===== config.mk =====
export PLATFORM = sky130hd
export DESIGN_NAME = lfsr_prng
export DESIGN_NICKNAME = d
export VERILOG_FILES = /design/src/rtl/lfsr_prng_pkg.sv /design/src/rtl/lfsr_next.sv /design/src/rtl/lfsr_prng.sv
export SDC_FILE = /design/constraint.sdc
export NUM_CORES = 1
export LEC_CHECK = 0
export BUFFER_PORTS_ARGS = -buffer_cell sky130_fd_sc_hd__buf_2
export CORE_MARGIN = 3
export CORE_UTILIZATION = 52
export DETAILED_ROUTE_END_ITERATION = 7
export PLACE_DENSITY_LB_ADDON = 0.08
export SYNTH_ARGS = -nofsm -noshare
export SYNTH_HDL_FRONTEND = slang
export SYNTH_SLANG_ARGS = --single-unit

===== constraint.sdc =====
create_clock -name clk -period 2.5 [get_ports clk]
set_input_delay 0.25 -clock clk [delete_from_list [all_inputs] [get_ports clk]]
set_output_delay 0.25 -clock clk [all_outputs]
set_load 0.005 [all_outputs]

===== src/rtl/lfsr_prng_pkg.sv =====
// Shared constants for the LFSR family: form selectors and default maximal tap masks.
// Other blocks that need the same feedback polynomials should import this package.
package lfsr_prng_pkg;

    localparam int MODE_FIB = 0;
    localparam int MODE_GAL = 1;

    localparam logic [3:0]  TAPS_W4  = 4'hC;
    localparam logic [7:0]  TAPS_W8  = 8'hB8;
    localparam logic [15:0] TAPS_W16 = 16'hB400;
    localparam logic [31:0] TAPS_W32 = 32'h8020_0003;

    // Widths without a tabulated polynomial fall back to the 8-bit mask; callers should override.
    function automatic logic [31:0] default_taps(input int width);
        case (width)
            4:       return {28'd0, TAPS_W4};
            16:      return {16'd0, TAPS_W16};
            32:      return TAPS_W32;
            default: return {24'd0, TAPS_W8};
        endcase
    endfunction

endpackage


===== src/rtl/lfsr_next.sv =====
// Pure combinational next-state function of a WIDTH-bit LFSR, Fibonacci or Galois form.
// Kept free of state so scramblers can reuse the exact same polynomial stepping.
module lfsr_next
    import lfsr_prng_pkg::*;
#(
    parameter int          WIDTH = 8,
    parameter logic [31:0] TAPS  = 32'h0000_00B8,
    parameter int          MODE  = MODE_FIB
) (
    input  logic [WIDTH-1:0] x,
    output logic [WIDTH-1:0] nxt
);

    // Tap bits at or above WIDTH have no register to attach to and are dropped.
    localparam logic [WIDTH-1:0] TAP_M = TAPS[WIDTH-1:0];

    generate
        if (MODE == MODE_FIB) begin : g_fib
            assign nxt = {x[WIDTH-2:0], ^(x & TAP_M)};
        end else begin : g_gal
            assign nxt = (x >> 1) ^ (x[0] ? TAP_M : '0);
        end
    endgenerate

endmodule


===== src/rtl/lfsr_prng.sv =====
// LFSR pseudo-random generator with runtime seed load, zero-state recovery and
// measurement of the step count between returns to the active seed.
module lfsr_prng
    import lfsr_prng_pkg::*;
#(
    parameter int          WIDTH = 8,
    parameter logic [31:0] TAPS  = default_taps(WIDTH),
    parameter int          MODE  = MODE_FIB,
    parameter logic [31:0] SEED  = 32'd1
) (
    input  logic             clk,
    input  logic             rst,
    input  logic             en,
    input  logic             load,
    input  logic [WIDTH-1:0] seed_in,
    output logic [WIDTH-1:0] x,
    output logic             bit_out,
    output logic             wrap,
    output logic [31:0]      period,
    output logic             lockup
);

    localparam logic [WIDTH-1:0] ONE      = WIDTH'(1);
    localparam logic [WIDTH-1:0] SEED_W   = SEED[WIDTH-1:0];
    localparam logic [WIDTH-1:0] SEED_EFF = (SEED_W == '0) ? ONE : SEED_W;

    logic [WIDTH-1:0] seed;
    logic [WIDTH-1:0] nxt;
    logic [31:0]      cnt;
    logic [31:0]      cnt_inc;

    lfsr_next #(.WIDTH(WIDTH), .TAPS(TAPS), .MODE(MODE)) u_next (
        .x   (x),
        .nxt (nxt)
    );

    // Saturating so a stuck non-maximal sequence never reports a bogus short period.
    assign cnt_inc = (cnt == '1) ? cnt : cnt + 32'd1;
    assign bit_out = (MODE == MODE_FIB) ? x[WIDTH-1] : x[0];

    always_ff @(posedge clk) begin
        if (rst) begin
            x      <= SEED_EFF;
            seed   <= SEED_EFF;
            cnt    <= '0;
            period <= '0;
            wrap   <= 1'b0;
            lockup <= 1'b0;
        end else begin
            wrap   <= 1'b0;
            lockup <= 1'b0;
            if (load) begin
                cnt <= '0;
                if (seed_in == '0) begin
                    x      <= ONE;
                    seed   <= ONE;
                    lockup <= 1'b1;
                end else begin
                    x    <= seed_in;
                    seed <= seed_in;
                end
            end else if (en) begin
                if (x == '0) begin
                    x      <= seed;
                    cnt    <= '0;
                    lockup <= 1'b1;
                end else if (nxt == seed) begin
                    x      <= nxt;
                    cnt    <= '0;
                    period <= cnt_inc;
                    wrap   <= 1'b1;
                end else begin
                    x   <= nxt;
                    cnt <= cnt_inc;
                end
            end
        end
    end

endmodule


# Yosys cells after proc, flatten, opt, wreduce, memory -nomap -nowiden
# Cells that the tools add are included.
[totals]
regBits = 82
wordCells = 31
output_inout_bits = 43
[classes]
n_mux = 12
n_reduce_logical = 7
eq_ne = 2
add_sub_neg = 1
bitwise_logic = 3
[op_table]
columns = ["cell", "n"]
rows = [
  ["$mux W32", 3],
  ["$add A32 B1 Y32 const B", 1],
  ["$eq A32 B32 Y1 const B", 1],
  ["$mux W8", 4],
  ["$logic_not A8 Y1", 2],
  ["$eq A8 B8 Y1", 1],
  ["$reduce_xor A8 Y1", 1],
  ["$mux W1", 5],
  ["$reduce_and A4 Y1", 1],
  ["$reduce_or A4 Y1", 1],
  ["$not A1 Y1", 3],
  ["$reduce_bool A2 Y1", 1],
  ["$reduce_or A2 Y1", 1],
]

# Longest topological paths before layout
[logic_depth]
ltp_word = 4
depth_mapped = 10
ltp_nobuf = 8

# By module
# From an unflattened synthesis, not the netlist that was laid out.
[unflattened]
cells_unflattened = 543
hier_area_um2 = 4538.1
[by_module_without_submodules]
columns = ["mod", "cells_each", "seq_area_each_um2", "instances", "area_per_inst_um2"]
rows = [
  ["lfsr_prng", 533, 1641.6, 1, 4459.3],
  ["lfsr_next", 10, 0.0, 1, 78.8],
]

# Least setup slack after synthesis
# Ideal clock, no wire load.
[synth_timing]
path_kind = "register to register"
start = "register x[4]"
end = "register cnt[11]"
arrival_time_ns = 2.270
path_stages_with_launch = 11
setup_slack_ns = 0.113
n_path_buf = 2
required_ns = 2.383
cell_sequence = "dfxtp_1 -> inv_1 -> ha_1 -> xnor3_1 -> xnor2_1 -> o31ai_1 -> or2_0 -> buf_2 -> buf_2 -> nor2_1 -> a22o_1"
[synth_between]
elab_chain_len = 4
elab_cells_between_ends = 5
cone_classes = "eq/ne: 1; mux: 2; reduce/logical: 2"
[synth_lines]
columns = ["element", "line_no", "text"]
rows = [
  ["start, declared", "lfsr_prng.sv:16", "output logic [WIDTH-1:0] x,"],
  ["start signal, assigned", "lfsr_prng.sv:59", "x <= seed_in;"],
  ["start signal, assigned", "lfsr_prng.sv:68", "x <= nxt;"],
  ["start signal, assigned", "lfsr_prng.sv:73", "x <= nxt;"],
  ["$reduce_xor A8 Y1", "lfsr_next.sv:19", "assign nxt = {x[WIDTH-2:0], ^(x & TAP_M)};"],
  ["$eq A8 B8 Y1", "lfsr_prng.sv:67", "end else if (nxt == seed) begin"],
  ["$mux W32", "lfsr_prng.sv:67", ""],
  ["$mux W32 *", "lfsr_prng.sv:63", "if (x == '0) begin"],
  ["end signal, assigned", "lfsr_prng.sv:74", "cnt <= cnt_inc;"],
  ["end, declared", "lfsr_prng.sv:29", "logic [31:0] cnt;"],
]
# Mark *: on every way between the ends. The rest lies on a longest branch, timed or not.
# A chain may end at the register's enable or synchronous reset.

# Final worst setup path
[layout_timing]
start = "register cnt[3]"
end = "register period[11]"
[layout_between]
elab_chain_len = 2
elab_cells_between_ends = 3
cone_classes = "add/sub: 1; eq/ne: 1; mux: 1"
[layout_lines]
columns = ["element", "line_no", "text"]
rows = [
  ["$add A32 B1 Y32 / $eq A32 B32 Y1 (equally long branches)", "lfsr_prng.sv:38", "assign cnt_inc = (cnt == '1) ? cnt : cnt + 32'd1;"],
  ["$mux W32 *", "lfsr_prng.sv:38", ""],
  ["end signal, assigned", "lfsr_prng.sv:70", "period <= cnt_inc;"],
  ["end, declared", "lfsr_prng.sv:19", "output logic [31:0] period,"],
]
# Marked as above.

==> parameters.txt <==
Parameter                              Value

Run status
  Run status ... completed

Timing
  Slew HR ... 0.667
  Final total negative setup slack ... 0 ns
  Highest Clock Rate ... 0.419 GHz
  Endpoints failing hold ... 0
  Clk_skew ... roughly 0.011 ns
  Clock period minus worst slack ... ~2.4 ns
  Min Hold Slack ... around 0.15 ns
  Final max-slew violation count ... 0
  Setup repair after global routing missed its margin ... no
  Smallest setup slack after layout ... between 0.1 and 0.15 ns
  Final setup viols ... 0
  Worst slew pin tran ... 0.500 ns
  Portion of the clock cycle consumed by the worst path in the final layout ... 0.954

Logic synthesis
  Share of the synthesized area in the top cell type ... 0.393
  Instance count of the mapped netlist ... about 490
  Fraction of synthesis flops using an asynchronous set or reset pin ... 0
  Mean Syn Cell Area ... roughly 8.5 um2
  Sequential cell area fraction in the yosys report ... 0.393
  Synth cell types ... 60
  Flip-flop and latch count after synthesis ... roughly 80
  Count of flip-flops with a built-in enable after synthesis ... 0
  Biggest area consumer among synthesized cells ... dfxtp_1
  Top FF cell, synth ... dfxtp_1
  Synth top area cells ... dfxtp_1 39%, xnor2_1 6.1%, a211oi_1 4.9%
  Post-Synthesis Cell Area ... 4180 um2
  Number of synthesis warnings ... 0
  Syn Nets ... 507

Routing
  Remaining number of nets flagged by the antenna check after routing ... 0
  Vias ... around 3800
  Number of optimization iterations in the first detailed-route pass ... 5
  Final routed DRC violation total ... 0
  Post-DR wirelength/cell ... between 15 and 20 um
  Routed vias/inst ... ~5.7
  Sum of routed wire length over all layers ... 10000 um
  Iteration-0 DRC count of the detailed router ... 198

Cells and area
  Post-layout net count ... 560
  Total non-filler cell area in the finished layout ... a little under 5000 um2
  Core Util, Final ... 0.630
  Fraction of final layout cells sized beyond drive strength 1 ... 0.207
  Synth-to-layout area growth ... 17.1%
  Fill cell instance count of the final layout ... 700
  Register cell area after layout ... roughly 1600 um2
  Area of the multi-input gates ... 2350 um2
  ANT cells ... 0

Critical path
  Setup crit end kind ... flip-flop
  Critical-path top delay cell ... or4_4
  Crit path required time ... ~2.8 ns
  Delay contributed by the slowest stage of the critical path ... 0.61 ns
  Kind of start point of the critical path ... flip-flop
  Ordered list of cells on the worst path ... nand4_4 -> or4_4 -> or3_4 -> and3_1 -> xnor2_1 -> a211oi_1
  Critical path class ... reg2reg
  Data arrival, critical path ... ~2.7 ns
  Worst-path maximum fanout ... 11

Die
  Starting density of the core ... 0.538
  Floorplan die area ... about 9000 um2
  Chip Height ... between 90 and 100 um
  Horizontal extent of the die ... 95.6 um
  Core area ... about 7800 um2
  Row Count ... 32
  IO Count ... 55

Clock tree
  Number of setup buffers added after CTS ... 0
  Clk_lat worst skew ... 0.35 ns
  TritonCTS buffer count ... 9
  CTS Hold Buffers Added ... 0
  Clock Sinks ... between 80 and 90
  Clock slew at reported path FFs ... approximately 0.090 ns
  Post-CTS resize count ... 0
  Root Driver ... clkbuf_8
  H-tree depth reported by CTS ... 3
  Clock tree from TritonCTS ... yes
  CTS max path bufs ... 2

Pwr
  Power per Cell Area ... about 570 nW/um2
  Leakage power of the design ... about 1.9 nW
  VDD IR max ... 0.000295 V

Run
  Reported max-cap violation count ... 0

Worst hold path
  Type of the tightest min-delay check ... in2reg

Global route
  Via count of the first global-routing pass ... around 3200
  All-layer global routing usage ... 0.222
  Global-route wire length before repair ... between 15000 and 20000 um
  Number of antenna violations at the first check in global routing ... 0
  Pin count of the biggest net entering global routing ... between 40 and 50
  GRT Residual Overflow ... 0

Place
  Total placed instance area ... roughly 4600 um2
  Post-detailed-placement half-perimeter wirelength ... slightly below 7000 um
  Weighted congestion reported at the end of routability-driven placement ... between 0.8 and 0.9
  Buffers added on ports ... between 50 and 60
  Worst slack after detailed placement ... 0.135 ns
==> kinds of logic (layout without fill, tap and decap cells) <==
family / count (synthesis) / count (layout) / synth area share
flops: 82 / 82 / 0.393
simple gates: 194 / 194 / 0.256
buf+inv: 48 / 106 / 0.0476
compound gates: 119 / 119 / 0.190
fa+ha+maj: 2 / 2 / 0.00599
mux: 11 / 11 / 0.0267
xor+xnor: 37 / 37 / 0.0809
==> sequential cells by signal (all words and copies together) (netlist names) <==
register / cells
cnt: 32
lockup: 1
x: 8
period: 32
seed: 8
wrap: 1
==> cells in the mapped netlist, types with 2 or more instances <==
master,n
dfxtp_1,82
nor2_1,51
a21oi_1,34
xnor2_1,29
clkbuf_1,28
a211oi_1,27
nand2_1,27
nand3_1,17
a31oi_1,16
nand4_1,15
nor3_1,14
nand2b_1,13
inv_1,12
o21ai_0,12
and3_1,10
mux2i_1,10
or3_1,10
a21o_1,9
xor2_1,7
buf_2,6
nor4_1,5
a211oi_2,4
and2_1,4
nor3_2,4
and4_1,3
nor2_2,3
nor2b_1,3
nor3b_1,3
ha_1,2
o21ai_1,2
o31a_1,2
==> through the flow <==
step                      power, W  std cells
after detailed placement   0.00163        637
after global routing       0.00289        653
after global placement     0.00162        637
after floorplan            0.00153        493
final                      0.00278        653
after CTS                  0.00280        653
==> path summary, 6_finish.rpt <==
check                          start                      end  slack, ns  cells past startpoint
max reg2reg      cnt[3]$_SDFFE_PP0P_  period[11]$_SDFFE_PP0P_       0.12                      6
min reg2reg  period[15]$_SDFFE_PP0P_  period[15]$_SDFFE_PP0P_       0.47                      2
max              cnt[3]$_SDFFE_PP0P_  period[11]$_SDFFE_PP0P_       0.12                      6
min                       seed_in[4]     seed[4]$_SDFFE_PP0P_       0.15                      3
==> cells in the final DEF, fill, tap and decap left out, drive strengths merged, types with 2 or more instances in the layout <==
cell | netlist | routed
o21ai | 14 | 14
ha | 2 | 2
and4 | 3 | 3
a21o | 9 | 9
nor3b | 3 | 3
nand2b | 13 | 13
a21oi | 34 | 34
nand4 | 16 | 16
o31a | 2 | 2
clkinv | 0 | 2
a31oi | 16 | 16
a211oi | 31 | 31
bufinv | 0 | 3
xor2 | 7 | 7
mux2i | 10 | 10
and2 | 4 | 4
nor2b | 3 | 3
or4 | 2 | 2
nor3 | 19 | 19
nand3 | 17 | 17
dfxtp | 82 | 82
nand2 | 28 | 28
buf | 8 | 78
or2 | 2 | 2
or3 | 11 | 11
clkbuf | 28 | 9
xnor2 | 29 | 29
inv | 12 | 14
nor2 | 54 | 54
nor4 | 7 | 7
and3 | 10 | 10
==> area by class of cell <==
class,count,area share
Clock buffer,9,0.0253
Multi-Input combinational cell,363,0.481
Sequential cell,82,0.336
Clock inverter,7,0.0256
Tap cell,102,0.0261
Inverter,12,0.00921
Timing Repair Buffer,78,0.0972
==> worst max-delay path: cells and delay by family (launching register included) <==
family          cells  cell delay [ns]
flops               1             0.49
compound gates      1             0.23
simple gates        4             1.46
xor+xnor            1             0.13
==> layer usage <==
metal,GRT usage,vias to the layer above,part of all wire
met5,0,-,0
li1,-,1885,-
met4,0.0841,0,0.016
met2,0.365,98,0.48
met3,0.0324,12,0.048
met1,0.292,1755,0.46
==> report_power, final <==
part	leakage [nW]	internal (W)	switching, W	total [W]
Sequential	0.664	0.00133	0.0000226	0.00135
Combinational	1.08	0.000110	0.000135	0.000245
Clock	0.124	0.000674	0.000514	0.00119
Note: power is estimated with default switching activity, not from simulation.
